[src/rtl/fp32_to_fp8_e4m3_quantizer_if.sv]
// ----------------------------------------------------------------------------
// fp32_to_fp8_e4m3_quantizer_if
// Handshake bundle for the FP32 -> FP8 E4M3 quantizer.
//   in_valid  / in_ready / in_data[31:0]  : binary32 input stream
//   out_valid / out_ready / out_data[7:0] : E4M3 result stream
//   out_sat, out_uflow                    : per-result status, aligned to out_data
//   sat_count[15:0]                       : saturating results delivered (sticky at max)
// master = producer/consumer side, slave = quantizer side.
// ----------------------------------------------------------------------------
interface fp32_to_fp8_e4m3_quantizer_if;
   logic        in_valid;
   logic        in_ready;
   logic [31:0] in_data;
   logic        out_valid;
   logic        out_ready;
   logic [7:0]  out_data;
   logic        out_sat;
   logic        out_uflow;
   logic [15:0] sat_count;

   modport master (
      output in_valid, in_data, out_ready,
      input  in_ready, out_valid, out_data, out_sat, out_uflow, sat_count
   );

   modport slave (
      input  in_valid, in_data, out_ready,
      output in_ready, out_valid, out_data, out_sat, out_uflow, sat_count
   );
endinterface

[src/rtl/fp32_to_fp8_e4m3_quantizer.sv]
// ----------------------------------------------------------------------------
// fp32_to_fp8_e4m3_quantizer
// 3-stage pipelined binary32 -> E4M3 (bias 7, no Inf/NaN codes, max 480 = 0x7F)
// converter with round-to-nearest-even, saturation and a saturation counter.
//   clk    : rising-edge clock
//   rst_n  : asynchronous active-low reset
//   bus    : slave modport of fp32_to_fp8_e4m3_quantizer_if (valid/ready both
//            sides, result status flags, sat_count)
// Stages: S1 unpack/classify, S2 align/round, S3 pack/saturate. All stages
// advance together whenever S3 is empty or being drained.
// ----------------------------------------------------------------------------
module fp32_to_fp8_e4m3_quantizer (
   input  logic clk,
   input  logic rst_n,
   fp32_to_fp8_e4m3_quantizer_if.slave bus
);

   typedef enum logic [2:0] {
      CLS_ZERO,
      CLS_INF,
      CLS_NAN,
      CLS_NORM,
      CLS_SUB
   } cls_t;

   // ---------------- pipeline state ----------------
   logic        r_s1_valid, r_s2_valid, r_s3_valid;
   logic        r_s1_sign,  r_s2_sign;
   cls_t        r_s1_cls,   r_s2_cls;
   logic [7:0]  r_s1_exp;      // E+7 for the normal path
   logic [4:0]  r_s1_sh;       // subnormal right shift minus one, clamped
   logic [22:0] r_s1_m;
   logic        r_s2_mnz;      // fp32 mantissa nonzero (zero-class underflow)
   logic [7:0]  r_s2_exp;
   logic [2:0]  r_s2_frac;
   logic [7:0]  r_out_data;
   logic        r_out_sat;
   logic        r_out_uflow;
   logic [15:0] r_sat_count;

   logic        w_adv;
   logic        w_out_hs;

   assign w_adv    = !r_s3_valid || bus.out_ready;
   assign w_out_hs = r_s3_valid && bus.out_ready;

   // ---------------- S1: unpack / classify ----------------
   logic [7:0]  w_e;
   logic [22:0] w_m;
   logic [7:0]  w_sh8;
   cls_t        w_cls;

   assign w_e   = bus.in_data[30:23];
   assign w_m   = bus.in_data[22:0];
   // 120-e equals (-6-E)-1; the -1 lets S2 use a 47-bit window with no unused bits
   assign w_sh8 = 8'd120 - w_e;

   always_comb begin
      w_cls = CLS_SUB;
      if (w_e == 8'hFF)        w_cls = (w_m == '0) ? CLS_INF : CLS_NAN;
      else if (w_e == '0)      w_cls = CLS_ZERO;
      else if (w_e >= 8'd121)  w_cls = CLS_NORM;
   end

   // ---------------- S2: align / round ----------------
   logic [46:0] w_t;
   logic [2:0]  w_f3;
   logic        w_g, w_st, w_up;
   logic [3:0]  w_sum;
   logic [7:0]  w_exp2;

   always_comb begin
      // A clamped shift of 24 (true shift 25) already pushes the guard bit out
      // and leaves the hidden one in sticky, which covers every larger shift too.
      w_t = {1'b1, r_s1_m, 23'b0} >> r_s1_sh;
      if (r_s1_cls == CLS_SUB) begin
         w_f3 = w_t[46:44];
         w_g  = w_t[43];
         w_st = |w_t[42:0];
      end else begin
         w_f3 = r_s1_m[22:20];
         w_g  = r_s1_m[19];
         w_st = |r_s1_m[18:0];
      end
      w_up   = w_g && (w_st || w_f3[0]);
      w_sum  = {1'b0, w_f3} + {3'b0, w_up};
      // carry-out moves into the exponent; on the subnormal path 7+1 gives 0x08
      w_exp2 = ((r_s1_cls == CLS_SUB) ? 8'd0 : r_s1_exp) + {7'b0, w_sum[3]};
   end

   // ---------------- S3: pack / saturate ----------------
   logic [7:0] w_data;
   logic       w_sat, w_uf;

   always_comb begin
      w_data = '0;
      w_sat  = 1'b0;
      w_uf   = 1'b0;
      case (r_s2_cls)
         CLS_ZERO: w_uf = r_s2_mnz;
         CLS_INF: begin
            w_data = {r_s2_sign, 7'h7F};
            w_sat  = 1'b1;
         end
         CLS_NAN: begin
            w_data = 8'h7F;
            w_sat  = 1'b1;
         end
         default: begin
            if (r_s2_exp > 8'd15) begin
               w_data = {r_s2_sign, 7'h7F};
               w_sat  = 1'b1;
            end else if ((r_s2_exp == '0) && (r_s2_frac == '0)) begin
               w_uf = 1'b1;
            end else begin
               w_data = {r_s2_sign, r_s2_exp[3:0], r_s2_frac};
            end
         end
      endcase
   end

   // ---------------- registers ----------------
   always_ff @(posedge clk or negedge rst_n) begin
      if (!rst_n) begin
         r_s1_valid  <= 1'b0;
         r_s2_valid  <= 1'b0;
         r_s3_valid  <= 1'b0;
         r_s1_sign   <= 1'b0;
         r_s2_sign   <= 1'b0;
         r_s1_cls    <= CLS_ZERO;
         r_s2_cls    <= CLS_ZERO;
         r_s1_exp    <= '0;
         r_s1_sh     <= '0;
         r_s1_m      <= '0;
         r_s2_mnz    <= 1'b0;
         r_s2_exp    <= '0;
         r_s2_frac   <= '0;
         r_out_data  <= '0;
         r_out_sat   <= 1'b0;
         r_out_uflow <= 1'b0;
         r_sat_count <= '0;
      end else begin
         if (w_adv) begin
            r_s1_valid  <= bus.in_valid;
            r_s1_sign   <= bus.in_data[31];
            r_s1_cls    <= w_cls;
            r_s1_exp    <= w_e - 8'd120;
            r_s1_sh     <= (w_sh8 > 8'd24) ? 5'd24 : w_sh8[4:0];
            r_s1_m      <= w_m;

            r_s2_valid  <= r_s1_valid;
            r_s2_sign   <= r_s1_sign;
            r_s2_cls    <= r_s1_cls;
            r_s2_mnz    <= (r_s1_m != '0);
            r_s2_exp    <= w_exp2;
            r_s2_frac   <= w_sum[2:0];

            r_s3_valid  <= r_s2_valid;
            r_out_data  <= w_data;
            r_out_sat   <= w_sat;
            r_out_uflow <= w_uf;
         end
         if (w_out_hs && r_out_sat && (r_sat_count != '1))
            r_sat_count <= r_sat_count + 16'd1;
      end
   end

   assign bus.in_ready  = w_adv;
   assign bus.out_valid = r_s3_valid;
   assign bus.out_data  = r_out_data;
   assign bus.out_sat   = r_out_sat;
   assign bus.out_uflow = r_out_uflow;
   assign bus.sat_count = r_sat_count;

endmodule
[src/flat_wrapper.sv]
// flat-port wrapper written by rule: the top's interface ports become plain ports
module fp32_to_fp8_e4m3_quantizer_flat 
  (clk, rst_n, bus_in_valid, bus_in_data, bus_out_ready, bus_in_ready, bus_out_valid, bus_out_data, bus_out_sat, bus_out_uflow, bus_sat_count);
  fp32_to_fp8_e4m3_quantizer_if bus_i ();
  input  logic clk;
  input  logic rst_n;
  input wire logic [$bits(bus_i.in_valid)-1:0] bus_in_valid;
  input wire logic [$bits(bus_i.in_data)-1:0] bus_in_data;
  input wire logic [$bits(bus_i.out_ready)-1:0] bus_out_ready;
  output wire logic [$bits(bus_i.in_ready)-1:0] bus_in_ready;
  output wire logic [$bits(bus_i.out_valid)-1:0] bus_out_valid;
  output wire logic [$bits(bus_i.out_data)-1:0] bus_out_data;
  output wire logic [$bits(bus_i.out_sat)-1:0] bus_out_sat;
  output wire logic [$bits(bus_i.out_uflow)-1:0] bus_out_uflow;
  output wire logic [$bits(bus_i.sat_count)-1:0] bus_sat_count;
  assign bus_i.in_valid = bus_in_valid;
  assign bus_i.in_data = bus_in_data;
  assign bus_i.out_ready = bus_out_ready;
  assign bus_in_ready = bus_i.in_ready;
  assign bus_out_valid = bus_i.out_valid;
  assign bus_out_data = bus_i.out_data;
  assign bus_out_sat = bus_i.out_sat;
  assign bus_out_uflow = bus_i.out_uflow;
  assign bus_sat_count = bus_i.sat_count;
  fp32_to_fp8_e4m3_quantizer u_core (.clk(clk), .rst_n(rst_n), .bus(bus_i));
endmodule
[config.mk]
export PLATFORM = sky130hd
export DESIGN_NAME = fp32_to_fp8_e4m3_quantizer_flat
export DESIGN_NICKNAME = d
export VERILOG_FILES = /design/src/rtl/fp32_to_fp8_e4m3_quantizer_if.sv /design/src/rtl/fp32_to_fp8_e4m3_quantizer.sv /design/src/flat_wrapper.sv
export SDC_FILE = /design/constraint.sdc
export NUM_CORES = 1
export LEC_CHECK = 0
export ABC_AREA = 1
export CORE_ASPECT_RATIO = 1.75
export CORE_UTILIZATION = 47
export CTS_CLUSTER_SIZE = 12
export DETAILED_ROUTE_END_ITERATION = 10
export GPL_ROUTABILITY_DRIVEN = 0
export GPL_TIMING_DRIVEN = 0
export PLACE_DENSITY = 0.72
export RECOVER_POWER = 100
export SYNTH_ARGS = -nofsm -noshare
export SYNTH_HDL_FRONTEND = slang
export SYNTH_SLANG_ARGS = --single-unit
export TNS_END_PERCENT = 100
[constraint.sdc]
create_clock -name clk -period 2.5 [get_ports clk]
set_input_delay 0.625 -clock clk [delete_from_list [all_inputs] [get_ports clk]]
set_output_delay 0.625 -clock clk [all_outputs]
set_load 0.01 [all_outputs]
# Yosys cells after proc, flatten, opt, wreduce, memory -nomap -nowiden
# Cells that the tools add are included.
# totals
memories	0
ramBits	0
elab_cells	65
latchBits	0
out_inout_bits	28
input_bits	36
ff_bits	85
mem_bits_ro	0
# op_classes
shift	1
addsub	5
div_mod_pow	0
bitwise	0
reduce_logical	17
order_cmp	3
n_eq_ne	5
n_mux	17
n_mul	0
# ops
cell	count
right shift 47 x 5 -> 47 bit	1
OR reduction 43 bit	1
two-way mux 8 bit	3
case mux 8 bit (3 select lines)	1
zero test 23 bit	1
nonzero test 23 bit	1
OR reduction 19 bit	1
adder 16 x 1 -> 16 bit (second input constant)	1
zero test 8 bit	2
!= test 16 bit (second input constant)	1
two-way mux 3 bit	4
adder 8 x 1 -> 8 bit	1
== test 8 bit (second input constant)	1
greater-or-equal comparator 8 x 7 -> 1 bit (second input constant)	1
> comparator 8 x 4 -> 1 bit (second input constant)	1
> comparator 8 x 5 -> 1 bit (second input constant)	1
subtractor 7 x 8 -> 8 bit (first input constant)	1
subtractor 8 x 7 -> 8 bit (second input constant)	1
zero test 3 bit	2
logical AND 1 bit	5
two-way mux 1 bit	5
two-way mux 5 bit	1
adder 3 x 1 -> 4 bit	1
case mux 1 bit (2 select lines)	2
7 further kinds	8

# Longest topological paths before layout
# logic_depth
word_depth	7
depth_mapped	18
depth_no_buf	17

# Least setup slack after synthesis
# Ideal clock, no wire load.
# synth_timing
kind	flip-flop to flip-flop
start	register u_core.r_s1_sh[2]
end	register u_core.r_s2_exp[6]
n_path_buf	2
path_stages_with_launch	18
required_time_ns	2.362
setup_slack_ns	0.096
arrival_time_ns	2.266
cell_sequence	dfrtp_1 -> inv_1 -> buf_4 -> buf_2 -> nand4_1 -> o22ai_1 -> inv_1 -> nor2_1 -> and3_1 -> ha_1 -> ha_1 -> inv_1 -> nor2_1 -> nand2_1 -> nor2_1 -> inv_1 -> o211ai_1 -> a31oi_1
# synth_between
elab_chain_cells	7
# synth_rtl
item	line	text
from (decl)	fp32_to_fp8_e4m3_quantizer.sv:31	logic [4:0] r_s1_sh;
from (signal assigned)	fp32_to_fp8_e4m3_quantizer.sv:148	r_s1_sh <= (w_sh8 > 8'd24) ? 5'd24 : w_sh8[4:0];
right shift 47 x 5 -> 47 bit *	fp32_to_fp8_e4m3_quantizer.sv:75	w_t = {1'b1, r_s1_m, 23'b0} >> r_s1_sh;
OR reduction 43 bit	fp32_to_fp8_e4m3_quantizer.sv:79	w_st = |w_t[42:0];
two-way mux 1 bit	fp32_to_fp8_e4m3_quantizer.sv:76	if (r_s1_cls == CLS_SUB) begin
logical OR 1 bit	fp32_to_fp8_e4m3_quantizer.sv:85	w_up = w_g && (w_st || w_f3[0]);
logical AND 1 bit	fp32_to_fp8_e4m3_quantizer.sv:85	
adder 3 x 1 -> 4 bit *	fp32_to_fp8_e4m3_quantizer.sv:86	w_sum = {1'b0, w_f3} + {3'b0, w_up};
adder 8 x 1 -> 8 bit *	fp32_to_fp8_e4m3_quantizer.sv:88	w_exp2 = ((r_s1_cls == CLS_SUB) ? 8'd0 : r_s1_exp) + {7'b0, w_sum[3]};
to (signal assigned)	fp32_to_fp8_e4m3_quantizer.sv:155	r_s2_exp <= w_exp2;
to (decl)	fp32_to_fp8_e4m3_quantizer.sv:34	logic [7:0] r_s2_exp;
# Mark *: on every way between the ends. The rest lies on a longest branch, timed or not.
# A chain may end at the register's enable or synchronous reset.

# Worst setup path after layout
# layout_timing
start	register u_core.r_s1_cls[0]
end	register u_core.r_s2_exp[7]
# layout_between
elab_chain_cells	6
# layout_rtl
item	line	text
from (decl)	fp32_to_fp8_e4m3_quantizer.sv:29	cls_t r_s1_cls, r_s2_cls;
from (signal assigned)	fp32_to_fp8_e4m3_quantizer.sv:146	r_s1_cls <= w_cls;
== test 3 bit *	fp32_to_fp8_e4m3_quantizer.sv:76, fp32_to_fp8_e4m3_quantizer.sv:88	
two-way mux 1 bit or two-way mux 3 bit (tied branches)	fp32_to_fp8_e4m3_quantizer.sv:76	
logical OR 1 bit	fp32_to_fp8_e4m3_quantizer.sv:85	
logical AND 1 bit	fp32_to_fp8_e4m3_quantizer.sv:85	
adder 3 x 1 -> 4 bit	fp32_to_fp8_e4m3_quantizer.sv:86	
adder 8 x 1 -> 8 bit *	fp32_to_fp8_e4m3_quantizer.sv:88	
# Marked as above.

==> summary.md <==
| Metric | Value |
|---|---|
| H-tree levels | `3` |
| Max-cap violations | `0` |
| Syn_nets | `around 760` |
| Total wire length | `about 15 mm` |
| Routed len/inst | `around 16 um` |
| Most frequent cells in the layout | `nand2_1 (209), dfrtp_1 (84), nand3_1 (81)` |
| RSZ-0062 raised after global routing | `true` |
| Post-Syn Area | `just over 5000 sq um` |
| Number of primary I/O pins | `64` |
| Worst-margin pin slew | `1.15 ns` |
| Core box area | `10600 sq um` |
| Largest stage delay, worst path | `0.39 ns` |
| Register bit total from synthesis | `85` |
| Vias per Instance | `5.66` |
| Hold_buf cts | `0` |
| Number of global-route vias before repair | `about 5200` |
| Slowest CP cell | `dfrtp_1` |
| Number of synthesis warnings | `0` |
| Count of different cell masters after synthesis | `39` |
| Area Overhead vs Synth | `26.9%` |
| TritonCTS buffer count | `9` |
| WS Path Type | `flop to flop` |
| Crit path DAT | `2.69 ns` |
| Count of clock tree sinks | `85` |
| Die height | `140 um` |
| Skew-Pair Late Insertion Delay | `between 0.3 and 0.4 ns` |
| Final max-slew violation count | `0` |
| Initial DRC Count | `~360` |
| Worst EP required | `around 2.7 ns` |
| Crit path buffers/inverters | `4` |
| Root Driver | `clkbuf_16` |
| Slew headroom | `23.0%` |
| Cell Pwr Density | `851 nW/um^2` |
| Initial core utilization | `48.1%` |
| Synth Flop Type | `dfrtp_1` |
| Clock-pin transition on the worst setup and hold timing paths | `0.06 ns` |
| Die width | `~80 um` |
| Die ar. | `around 11000 sq um` |
| DRT antenna net count | `0` |
| Worst setup margin | `0.0170 ns` |
| Post-Place Setup Slack | `-1.02 ns` |
| Top cell type by total area after synthesis | `dfrtp_1` |
| Antenna cells | `0` |
| Clock buffer depth | `2` |
| Mapped Cells | `716` |
| Setup Viol. Count Final | `0` |
| Clock skew | `0.00787 ns` |
| Antenna violations before repair | `0` |
| Final net count | `roughly 850` |
| CP max FO | `3` |
| First-pass GRT wire length | `~25 mm` |
| Number of enable flip-flop cells after synthesis | `0` |
| Crit end category | `flop` |
| Final Hold Fails | `0` |
| Top Family by Delay on Critical Path | `simple AND/OR/NAND/NOR gates` |
| Synth async-reset ratio | `100%` |
| Crit start category | `flop` |
| Register area share after synthesis | `slightly above 40%` |
| Minimum clock period | `2.48 ns` |
| Routed vias | `around 5300` |
| Outcome | `finished, final reports clean` |
| Hpwl dp | `11.2 mm` |
| Crit share post-route | `just under 100%` |
| Yosys top cell area share | `41.6%` |
| Largest cells by area after synthesis | `dfrtp_1 (42%), nand2_1 (15%), nand3_1 (8.1%)` |
| VDD IR max | `0.617 mV` |
| Ratio of cells with drive above 1 in the final layout | `9.77%` |
| Site row count | `50` |
| DP Cell Count | `between 900 and 1000` |
| Hold WC Path Type | `primary input to async pin` |
| GR Overflow Total | `0` |
| CTS tree | `built` |
| Residual DRC | `0` |
| Setup tns final | `0 ns` |
| Fmax | `approximately 400 MHz` |
| Pin count of the biggest net entering global routing | `between 60 and 70` |
| PortBufs | `63` |
| Commonest non-fill, non-tap cell in the layout | `nand2_1` |
| First-pass detailed-route iteration total | `5` |
| GRT Overall Usage | `between 20% and 30%` |
| Syn Area/Cell | `~7 sq um` |
| Worst-path cell chain | `nor2_1 > nand2_2 > nor2_2 > inv_1 > o22ai_2 > inv_1 > nor2_2 > and3_1 > ha_2 > buf_4 > nand3_4 > inv_2 > nand4_1 > nor2_1 > xor2_1 > o21ai_1` |
| Layout Cells excl Fill | `939` |
| LEAKAGE | `between 3 and 4 nW` |
-- sequential cells by signal, indices dropped and copies added (netlist names) --
name,cells
u_core.r_s2_exp,8
u_core.bus.sat_count,16
u_core.r_s1_sign,1
u_core.r_s1_exp,8
u_core.r_s1_sh,5
u_core.r_s1_valid,1
u_core.r_s2_mnz,1
u_core.r_s1_m,23
u_core.bus.out_valid,1
u_core.bus.out_sat,1
u_core.r_s2_cls,3
u_core.r_s2_valid,1
u_core.r_s1_cls,3
u_core.bus.out_uflow,1
u_core.r_s2_sign,1
u_core.bus.out_data,8
u_core.r_s2_frac,3
-- synthesized netlist by cell type, types with 8 or more instances --
cell type and number:
nand2_1 211, dfrtp_1 85, nand3_1 83, inv_1 79, o21ai_0 59, nor2_1 54, nor3_1 15, xor2_1 15
clkbuf_1 14, nand4_1 13, a21oi_1 12, ha_1 10, buf_2 8
-- final timing paths --
path	from	to	slack [ns]	cells after the start
setup / recovery	u_core.r_s1_cls[0]$_DFFE_PN0P_	u_core.r_s2_exp[7]$_DFFE_PN0P_	0.02	16
hold / removal	rst_n	u_core.r_s1_m[5]$_DFFE_PN0P_	0.49	1
setup reg to reg	u_core.r_s1_cls[0]$_DFFE_PN0P_	u_core.r_s2_exp[7]$_DFFE_PN0P_	0.02	16
hold reg to reg	u_core.r_s2_valid$_DFFE_PN0P_	u_core.bus.out_valid$_DFFE_PN0P_	0.49	1
max in group asynchronous	rst_n	u_core.r_s1_sh[1]$_DFFE_PN0P_	0.40	2
min in group clk	u_core.r_s2_valid$_DFFE_PN0P_	u_core.bus.out_valid$_DFFE_PN0P_	0.49	1
-- power by group --
part | switching, mW | internal (mW) | leakage (nW) | total (mW)
clock network | 0.551 | 0.933 | 0.164 | 1.48
logic | 1.18 | 0.792 | 1.93 | 1.97
registers | 0.322 | 1.75 | 1.01 | 2.07
-- stage by stage --
stage	total power, mW	cell area (sq um)	hold WS, ns	util [%]
CTS	5.46	6400	0.179	60.2
global route	5.85	6490	0.493	61.1
floorplan	3.13	5120	0.329	-
detailed placement	3.90	5940	0.460	55.8
global placement	3.85	5910	0.462	55.6
finish	5.53	6490	0.488	61.1
-- layout make-up --
| cell class | count | area [sq um] |
|---|---|---|
| Clock inverter | 4 | 80.1 |
| Clock buffer | 11 | 253 |
| Inverter | 81 | 313 |
| Fill cell | 981 | 4140 |
| Timing Repair Buffer | 82 | 763 |
| Multi-Input combinational cell | 522 | 2640 |
| Sequential cell | 85 | 2130 |
| Tap cell | 130 | 163 |
| Buffer | 24 | 159 |
-- metal layers --
metal  vias up  part of all wire [%]  track usage, %
met2       202                    54            50.9
met5         -                     0               0
met4         0                   7.2            21.2
li1       2509                     -               -
met3        68                   4.3            3.58
met1      2535                    35            29.6
-- cell families (layout without fill, tap and decap cells) --
logic type	after synthesis	after routing	synth area share [%]
AND/OR/NAND/NOR	397	397	33.4
XOR/XNOR	20	20	3.42
buffers and inverters	109	202	8.85
adder cells (fa/ha/maj)	10	10	2.44
flip-flops	85	85	41.6
AO/OA/AOI/OAI	95	95	10.3
-- repair_timing --
item,in CTS,in global routing
setup buffers,13,5
pin swaps,4,13
gates cloned,0,0
endpoints found under the setup margin,6,9
gates resized for setup,22,30
No activity file was read; power rests on OpenSTA's default activity.
